**config.mk**
```make
export PLATFORM = sky130hd
export DESIGN_NAME = risc_fetch_unit
export DESIGN_NICKNAME = d
export VERILOG_FILES = /design/src/rtl/risc_pkg.sv /design/src/rtl/risc_fetch_queue.sv /design/src/rtl/risc_fetch_unit.sv
export SDC_FILE = /design/constraint.sdc
export NUM_CORES = 1
export LEC_CHECK = 0
export ABC_AREA = 1
export ABC_CLOCK_PERIOD_IN_PS = 3800
export CORE_MARGIN = 10
export CORE_UTILIZATION = 55
export CTS_CLUSTER_DIAMETER = 40
export CTS_CLUSTER_SIZE = 14
export DETAILED_ROUTE_END_ITERATION = 16
export PLACE_DENSITY = 0.88
export RECOVER_POWER = 100
export SKIP_CTS_REPAIR_TIMING = 1
export SYNTH_ARGS = -nofsm -noshare
export SYNTH_HDL_FRONTEND = slang
export SYNTH_SLANG_ARGS = --single-unit
```
**constraint.sdc**
```tcl
create_clock -name clk -period 3.8 [get_ports clk]
set_input_delay 0.57 -clock clk [delete_from_list [all_inputs] [get_ports clk]]
set_output_delay 0.57 -clock clk [all_outputs]
set_load 0.02 [all_outputs]
```
**src/rtl/risc_pkg.sv**
```systemverilog
// Shared RiSC-16 definitions: opcodes, instruction field positions, halt encoding
// and the fetch-unit state type.
package risc_pkg;

  localparam logic [2:0] ADD    = 3'b000;
  localparam logic [2:0] ADDI   = 3'b001;
  localparam logic [2:0] NAND   = 3'b010;
  localparam logic [2:0] LUI    = 3'b011;
  localparam logic [2:0] SW     = 3'b100;
  localparam logic [2:0] LW     = 3'b101;
  localparam logic [2:0] BEQ    = 3'b110;
  localparam logic [2:0] JALR   = 3'b111;
  // Extended ops (halt, etc.) reuse the JALR opcode with a nonzero imm7.
  localparam logic [2:0] EXTEND = 3'b111;

  localparam int OPC_MSB   = 15;
  localparam int OPC_LSB   = 13;
  localparam int RA_MSB    = 12;
  localparam int RA_LSB    = 10;
  localparam int RB_MSB    = 9;
  localparam int RB_LSB    = 7;
  localparam int RC_MSB    = 2;
  localparam int RC_LSB    = 0;
  localparam int IMM7_MSB  = 6;
  localparam int IMM7_LSB  = 0;
  localparam int IMM10_MSB = 9;
  localparam int IMM10_LSB = 0;

  localparam logic [15:0] HALT_INSTR = 16'hE071;

  typedef enum logic {
    FETCH  = 1'b0,
    HALTED = 1'b1
  } fetch_state_t;

  function automatic logic is_halt(input logic [15:0] instr);
    return instr == HALT_INSTR;
  endfunction

endpackage

```
**src/rtl/risc_fetch_queue.sv**
```systemverilog
// Prefetch FIFO of {pc, instr} pairs. Flush beats push; the head is driven
// straight from the storage flops, so it never sees the memory response path.
module risc_fetch_queue
  import risc_pkg::*;
#(
  parameter int DEPTH = 4
) (
  input  logic                     clk,
  input  logic                     rst_n,
  input  logic                     push,
  input  logic [15:0]              push_pc,
  input  logic [15:0]              push_instr,
  input  logic                     pop,
  input  logic                     flush,
  output logic [$clog2(DEPTH):0]   count,
  output logic                     empty,
  output logic [15:0]              head_pc,
  output logic [15:0]              head_instr
);

  localparam int AW = $clog2(DEPTH);

  logic [31:0]   mem [DEPTH];
  logic [AW-1:0] wr_ptr;
  logic [AW-1:0] rd_ptr;
  logic          do_push;
  logic          do_pop;

  assign do_push = push && !flush;
  assign do_pop  = pop && !empty && !flush;
  assign empty   = (count == '0);

  always_ff @(posedge clk) begin
    if (do_push) mem[wr_ptr] <= {push_pc, push_instr};
  end

  always_ff @(posedge clk or negedge rst_n) begin
    if (!rst_n) begin
      wr_ptr <= '0;
      rd_ptr <= '0;
      count  <= '0;
    end else if (flush) begin
      wr_ptr <= '0;
      rd_ptr <= '0;
      count  <= '0;
    end else begin
      if (do_push) wr_ptr <= wr_ptr + AW'(1);
      if (do_pop)  rd_ptr <= rd_ptr + AW'(1);
      case ({do_push, do_pop})
        2'b10:   count <= count + (AW+1)'(1);
        2'b01:   count <= count - (AW+1)'(1);
        default: count <= count;
      endcase
    end
  end

  // Zero when empty so the decode outputs read 0 out of reset.
  assign {head_pc, head_instr} = empty ? 32'h0 : mem[rd_ptr];

endmodule

```
**src/rtl/risc_fetch_unit.sv**
```systemverilog
// RiSC-16 instruction fetch front end with credit-limited prefetch queue.
// Optional RISC_FETCH_STATS_EN adds saturating fetched/dropped counters.
module risc_fetch_unit
  import risc_pkg::*;
#(
  parameter int          DEPTH    = 4,
  parameter logic [15:0] RESET_PC = 16'h0000
) (
  input  logic        clk,
  input  logic        rst_n,
  output logic        imem_req_valid,
  input  logic        imem_req_ready,
  output logic [15:0] imem_req_addr,
  input  logic        imem_rsp_valid,
  input  logic [15:0] imem_rsp_data,
  output logic        dec_valid,
  input  logic        dec_ready,
  output logic [15:0] dec_instr,
  output logic [15:0] dec_pc,
  input  logic        redirect_valid,
  input  logic [15:0] redirect_pc,
  output logic        halted
`ifdef RISC_FETCH_STATS_EN
  ,
  output logic [31:0] stat_fetched,
  output logic [31:0] stat_dropped
`endif
);

  localparam int            CW  = $clog2(DEPTH) + 1;
  localparam logic [CW:0]   CAP = (CW+1)'(DEPTH);

  fetch_state_t  state;
  fetch_state_t  state_nxt;
  logic [15:0]   fetch_pc;
  logic [15:0]   rsp_pc;
  logic [CW-1:0] count;
  logic [CW-1:0] outstanding;
  logic [CW-1:0] discard;
  logic [CW:0]   inflight;
  logic          req_fire;
  logic          rsp_drop;
  logic          push;
  logic          pop;
  logic          q_empty;

  // Queued plus in-flight never exceeds DEPTH, so a push can always land.
  assign inflight       = {1'b0, count} + {1'b0, outstanding};
  assign imem_req_valid = rst_n && (state == FETCH) && !redirect_valid && (inflight < CAP);
  assign imem_req_addr  = fetch_pc;
  assign req_fire       = imem_req_valid && imem_req_ready;
  assign rsp_drop       = (discard != '0) || (state == HALTED) || redirect_valid;
  assign push           = imem_rsp_valid && !rsp_drop;
  assign dec_valid      = !q_empty;
  assign pop            = dec_valid && dec_ready;
  assign halted         = (state == HALTED);

  always_ff @(posedge clk or negedge rst_n) begin
    if (!rst_n) state <= FETCH;
    else        state <= state_nxt;
  end

  always_comb begin
    state_nxt = state;
    if (redirect_valid)                     state_nxt = FETCH;
    else if (push && is_halt(imem_rsp_data)) state_nxt = HALTED;
  end

  always_ff @(posedge clk or negedge rst_n) begin
    if (!rst_n) begin
      fetch_pc    <= RESET_PC;
      rsp_pc      <= RESET_PC;
      outstanding <= '0;
      discard     <= '0;
    end else begin
      if (redirect_valid) begin
        fetch_pc <= redirect_pc;
        rsp_pc   <= redirect_pc;
        // Everything still in flight after this cycle belongs to the old stream.
        discard  <= outstanding - (imem_rsp_valid ? CW'(1) : CW'(0));
      end else begin
        if (req_fire) fetch_pc <= fetch_pc + 16'd1;
        if (push)     rsp_pc   <= rsp_pc + 16'd1;
        if (imem_rsp_valid && (discard != '0)) discard <= discard - CW'(1);
      end
      case ({req_fire, imem_rsp_valid})
        2'b10:   outstanding <= outstanding + CW'(1);
        2'b01:   outstanding <= outstanding - CW'(1);
        default: outstanding <= outstanding;
      endcase
    end
  end

  risc_fetch_queue #(.DEPTH(DEPTH)) u_queue (
    .clk        (clk),
    .rst_n      (rst_n),
    .push       (push),
    .push_pc    (rsp_pc),
    .push_instr (imem_rsp_data),
    .pop        (pop),
    .flush      (redirect_valid),
    .count      (count),
    .empty      (q_empty),
    .head_pc    (dec_pc),
    .head_instr (dec_instr)
  );

`ifdef RISC_FETCH_STATS_EN
  always_ff @(posedge clk or negedge rst_n) begin
    if (!rst_n) begin
      stat_fetched <= '0;
      stat_dropped <= '0;
    end else begin
      if (push && (stat_fetched != '1)) stat_fetched <= stat_fetched + 32'd1;
      if (imem_rsp_valid && !push && (stat_dropped != '1)) stat_dropped <= stat_dropped + 32'd1;
    end
  end
`endif

endmodule
```
### After elaboration in Yosys (flattened, before gate mapping)

Memories as Yosys holds them, arrays and structs flattened.
Cells that the tools add are included.

| storage, ports and cells | value |
|---|---|
| input port bits | 38 |
| memories kept | 1 |
| word-level logic and storage cells | 72 |
| bits in writable memories | 128 |
| register bits | 46 |
| output and inout bits | 51 |

| operators by class | value |
|---|---|
| reductions and logical operators | 26 |
| $add $sub $neg | 11 |
| muxes and demuxes | 19 |
| order comparisons | 1 |
| bitwise operators | 1 |
| eq/ne operators | 5 |

Memories:

| memory | depth | bits a word | read ports | clocked after Yosys merged registers in | wr ports | line | RTL |
|---|---|---|---|---|---|---|---|
| u_queue.mem | 4 | 32 | 1 | 0 | 1 | risc_fetch_queue.sv:23 | `logic [31:0] mem [DEPTH];` |

Operators with widths:

| kind | number |
|---|---|
| 2-to-1 mux 16 bit | 4 |
| adder 16 x 1 -> 16 bit, second input constant | 2 |
| 2-to-1 mux 32 bit | 1 |
| == test 16 bit, second input constant | 1 |
| nonzero test 2 bit | 7 |
| one-hot mux 3 bit (2 select lines) | 2 |
| logical AND 1 bit | 11 |
| 2-to-1 mux 3 bit | 3 |
| subtractor 3 x 1 -> 3 bit, second input constant | 3 |
| 2-to-1 mux 2 bit | 4 |
| adder 3 x 1 -> 3 bit, second input constant | 2 |
| nonzero test 3 bit | 2 |
| 2-to-1 mux 1 bit | 5 |
| adder 2 x 1 -> 2 bit, second input constant | 2 |
| adder 3 x 3 -> 4 bit | 1 |
| == test 2 x 1 -> 1 bit, second input constant | 2 |
| == test 2 bit, second input constant | 2 |
| < comparator 4 x 3 -> 1 bit, second input constant | 1 |
| logical NOT 1 bit | 3 |
| logical NOT 3 bit | 1 |
| subtractor 3 x 1 -> 3 bit | 1 |
| logical OR 1 bit | 2 |
| inverter 1 bit | 1 |

### Longest topological paths before layout

| logic depth | value |
|---|---|
| word-level depth | 9 |
| depth in mapped cells | 13 |
| mapped depth without buffers | 13 |

### By module

From an unflattened synthesis, not the netlist that was laid out.

| unflattened totals | value |
|---|---|
| cells, all modules | 833 |
| area total of the unflattened synthesis | 8097.8 um^2 |

Modules (own cells, without submodules):

| module | seq. area each (um^2) | instances | area an instance (um^2) | cells an instance |
|---|---|---|---|---|
| risc_fetch_queue | 4018.9 | 1 | 5416.4 | 438 |
| risc_fetch_unit | 975.9 | 1 | 2681.3 | 395 |

### Worst setup path after synthesis

No wires, ideal clock.

| timing path | value |
|---|---|
| kind | input to register |
| from | in redirect_valid |
| to | mem u_queue.mem[0][0] (enable) |
| buffers on the path | 1 |
| arrival time | 2.359 ns |
| library setup time | 0.421 ns |
| slack | 1.020 ns |
| stages | 4 |
| path through | buf_6 > nor2_8 > nand3_4 > nor2_1 |

| on the way | value |
|---|---|
| word-level cells in the longest chain between the ends | 6 |
| elaborated cells between the ends (all ways) | 7 |
| classes of those cells | 2 x mux; 5 x reduce/logical |

Ends and longest elaborated chain:

| item | line | RTL |
|---|---|---|
| from (decl) | risc_fetch_unit.sv:20 | `input logic redirect_valid,` |
| logical OR 1 bit | risc_fetch_unit.sv:52 | `assign rsp_drop = (discard != '0) \|\| (state == HALTED) \|\| redirect_valid;` |
| logical NOT 1 bit | risc_fetch_unit.sv:53 | `assign push = imem_rsp_valid && !rsp_drop;` |
| logical AND 1 bit | risc_fetch_unit.sv:53 |  |
| logical AND 1 bit * | risc_fetch_queue.sv:29 | `assign do_push = push && !flush;` |
| 2-to-1 mux 1 bit * | risc_fetch_queue.sv:34 | `if (do_push) mem[wr_ptr] <= {push_pc, push_instr};` |
| 2-to-1 mux 1 bit (not written as such) * | risc_fetch_queue.sv:34 |  |
| to (decl) | risc_fetch_queue.sv:23 |  |

Every way passes the cells marked *; elsewhere a longest branch is shown, timed or not.

### Final worst setup path

| timing path | value |
|---|---|
| from | in redirect_valid |
| to | reg outstanding[2] |

| on the way | value |
|---|---|
| word-level cells in the longest chain between the ends | 6 |
| elaborated cells between the ends (all ways) | 8 |
| classes of those cells | 2 x eq/ne; 1 x mux; 5 x reduce/logical |

Ends and longest elaborated chain:

| item | line | RTL |
|---|---|---|
| logical NOT 1 bit * | risc_fetch_unit.sv:49 | `assign imem_req_valid = rst_n && (state == FETCH) && !redirect_valid && (inflight < CAP);` |
| logical AND 1 bit * (2 in series) | risc_fetch_unit.sv:49 |  |
| logical AND 1 bit * | risc_fetch_unit.sv:51 | `assign req_fire = imem_req_valid && imem_req_ready;` |
| == test 2 x 1 -> 1 bit or == test 2 bit (tied branches) | risc_fetch_unit.sv:86 | `case ({req_fire, imem_rsp_valid})` |
| one-hot mux 3 bit (2 select lines) or nonzero test 2 bit (tied branches) | n/a |  |
| to (signal assigned) | risc_fetch_unit.sv:87 | `2'b10: outstanding <= outstanding + CW'(1);` |
| to (signal assigned) | risc_fetch_unit.sv:88 | `2'b01: outstanding <= outstanding - CW'(1);` |
| to (signal assigned) | risc_fetch_unit.sv:89 | `default: outstanding <= outstanding;` |
| to (decl) | risc_fetch_unit.sv:38 | `logic [CW-1:0] outstanding;` |

Marks and branches as above.
A chain may end at the register's enable or synchronous reset.

==> summary.md <==
| Metric | Value |
|---|---|
| Outcome | `complete, but fails checks` |
| Failing checks | `capacitance limit, slew limit` |
| Hold Crit Start | `outstanding[0]$_DFFE_PN0P_` |
| Max-cap violation count | `1` |
| Clock buffer depth | `2` |
| Worst-Skew Late Latency | `0.42 ns` |
| Initial antenna violation count | `0` |
| Synthesized flop and latch total | `174` |
| Die footprint | `20000 um^2` |
| Synthesized instance count | `slightly above 800` |
| Reg2Reg Depth | `9` |
| CTS tree | `done` |
| Worst-margin pin slew | `2.54 ns` |
| Routability cong. | `between 0.8 and 0.9` |
| Post-Route Utilization | `66.4%` |
| First-pass GRT wire length | `a little over 30000 um` |
| DRT Pass-1 Iters | `5` |
| Reg-to-Reg End | `outstanding[1]$_DFFE_PN0P_` |
| # IOs | `89` |
| Final hold violation count | `0` |
| Critical path class | `input pin to flip-flop` |
| Worst EP arrival | `3.75 ns` |
| DRC | `0` |
| Max_slew headroom | `-69.6%` |
| Cell Pwr Density | `605 nW/um^2` |
| Sum Neg Setup Slack | `0 ns` |
| CP Capture Type | `flip-flop` |
| CP required | `slightly above 4 ns` |
| Final wirelength | `between 15000 and 20000 um` |
| Proportion of layout cells with a drive suffix above 1 | `under 10%` |
| Leakage Power | `about 3.8 nW` |
| Post-synth EDFFs | `128` |
| Post-synth ARST share | `26.4%` |
| Sequential area share after synthesis | `61.7%` |
| Critical Path Source Type | `input pin` |
| Setup Skew | `0.00758 ns` |
| Peak supply drop | `approximately 350 uV` |
| Core box area | `14500 um^2` |
| Ys flop type | `edfxtp_1` |
| Largest net degree at the start of global routing | `66` |
| Minimum clock period | `3.45 ns` |
| RSZ-0062 raised after global routing | `false` |
| DR iter-0 viols | `approximately 650` |
| Flop-to-flop setup slack | `0.79 ns` |
| Clock buffer count from CTS | `17` |
| Hold slack | `0.513 ns` |
| Number of global-route vias before repair | `between 6000 and 7000` |
| FP Rows | `44` |
| Min-Delay Endpoint | `outstanding[0]$_DFFE_PN0P_` |
| Ant. Diodes | `0` |
| Clock transition at the registers of the reported paths | `0.06 ns` |
| Post-DR wirelength/cell | `~17 um` |
| WHS Path Cells | `1` |
| Clk root buf | `clkbuf_16` |
| Avg Inst Size Synth | `10.0 um^2` |
| Die width | `roughly 140 um` |
| CTS Sinks | `around 170` |
| Unique masters post-synth | `38` |
| Placed cell areas | `slightly above 9000 um^2` |
| Layout area overhead | `18.6%` |
| Vias | `slightly above 6000` |
| Syn_nets | `862` |
| DPL Wire Length | `roughly 12000 um` |
| Area of the multi-input gates | `roughly 2600 um^2` |
| Synth Warn # | `0` |
| Mapped Area | `about 8100 um^2` |
| Detail-routed via count per cell | `between 5 and 6` |
| Starting Density | `roughly 56%` |
| Design area | `9610 um^2` |
| CTS H-tree lvls | `4` |
| Tot GR Track Use | `18.8%` |
| Fill cell count | `1084` |
| Total grt overflow | `0` |
| Final setup vio count | `0` |
| Slew Limit Fails | `47` |
| Antenna violation net count after detailed routing | `0` |
| CP Max Fanout | `34` |
| Reg2reg start | `u_queue.count[2]$_DFFE_PN0P_` |
| Final #Nets | `947` |
| Die Height | `approximately 140 um` |
| Worst Hold Class | `flip-flop to flip-flop` |
| Final period util | `between 90 and 100%` |
| Sequential Area | `5000 um^2` |
| Fmax | `0.290 GHz` |
| PortBufs | `88` |
## synthesized netlist by cell type, types with 2 or more instances
library cell,instances,area (um^2)
inv_2,3,11.3
edfxtp_1,128,3840
o211ai_1,6,45.0
clkinv_1,3,11.3
dfrtp_1,46,1150
nor3_1,2,10.0
o21ai_0,76,380
buf_2,13,65.1
o21ai_1,11,55.1
xnor2_1,8,70.1
xor2_1,6,52.6
a21oi_1,39,195
fa_1,2,40.0
nor2_4,2,22.5
o211ai_2,3,37.5
ha_1,13,163
nand4_1,11,68.8
nand2_1,119,447
nor2_1,161,604
buf_6,5,56.3
nand3_1,63,315
nand3_2,2,20.0
nor2_2,3,18.8
clkbuf_1,16,60.1
nand2_2,5,31.3
inv_1,51,191
## flip-flops by register name, indices dropped and copies added, names as in the netlist
signal	flops
u_queue.mem	128
u_queue.wr_ptr	2
imem_req_addr	16
halted	1
u_queue.rd_ptr	2
outstanding	3
u_queue.count	3
rsp_pc	16
discard	3
## critical path, cell delays in order
cell	delay (ns)
dlygate4sd3_1	0.59
clkinvlp_4	0.52
nand2_2	0.27
nor2_4	0.04
nand4_1	0.62
ha_1	0.29
inv_1	0.07
fa_1	0.37
a21oi_1	0.14
o21ai_0	0.11
xnor2_1	0.14
## worst max-delay path by stage
| stage | from | to | slack (ns) | cells after the start |
|---|---|---|---|---|
| floorplan | redirect_valid | u_queue.mem[0][0]$_DFFE_PP_ | 1.02 | 4 |
| global placement | redirect_valid | u_queue.count[2]$_DFFE_PN0P_ | 0.97 | 12 |
| detailed placement | redirect_valid | u_queue.count[2]$_DFFE_PN0P_ | 0.87 | 12 |
| CTS | u_queue.rd_ptr[1]$_DFFE_PN0P_ | dec_pc[15] | 0.56 | 6 |
| global route | redirect_valid | outstanding[1]$_DFFE_PN0P_ | 0.15 | 9 |
| finish | redirect_valid | outstanding[2]$_DFFE_PN0P_ | 0.35 | 11 |
## where the power goes
| group | switching, mW | total [mW] | internal (mW) |
|---|---|---|---|
| registers | 0.170 | 2.38 | 2.21 |
| logic | 1.10 | 1.76 | 0.652 |
| clock network | 0.704 | 1.67 | 0.970 |
## cells by family after synthesis
family,count (synthesis),synth area share (%)
compound gates,137,9.00
xor+xnor,14,1.51
fa+ha+maj,15,2.50
buf+inv,93,5.11
flops,174,61.7
simple gates,376,20.2
## layer usage
metal	GRT usage [%]	wire [um]
met5	0	0
met4	6.63	290
met3	5.71	1760
met2	30.4	9170
met1	23.5	7580
## layout by cell type, fill, tap and decap left out, types with 4 or more instances in the layout
cell type / count
nor2_2: 5
o211ai_1: 8
dlygate4sd3_1: 66
edfxtp_1: 128
a21oi_1: 39
clkbuf_16: 17
buf_4: 6
o21ai_1: 11
nand2_1: 121
clkdlybuf4s50_1: 21
o21ai_0: 76
ha_1: 13
clkinvlp_4: 4
xor2_1: 6
clkbuf_1: 6
clkbuf_2: 4
inv_1: 52
xnor2_1: 8
nor2_1: 160
nand4_1: 12
nand2_2: 4
nand3_1: 65
dfrtp_1: 45
## final cells by class
| class | instances | area share (%) |
|---|---|---|
| tap | 184 | 2.40 |
| clock buffer | 19 | 4.50 |
| multi-input combinational | 542 | 27.4 |
| inverter | 58 | 2.30 |
| clock inverter | 13 | 1.47 |
| timing repair buffer | 101 | 9.89 |
| sequential | 174 | 52.0 |
## metrics by stage
stage | power [mW] | setup slack [ns] | std cells
4_1_cts | 5.94 | 0.561 | 1091
5_1_grt | 6.12 | 0.152 | 1091
2_1_floorplan | 3.50 | 1.02 | 809
3_3_place_gp | 4.22 | 0.972 | 1059
3_5_place_dp | 4.27 | 0.875 | 1059
6_report | 5.81 | 0.347 | 1091
Note: power is estimated with default switching activity, not from simulation.
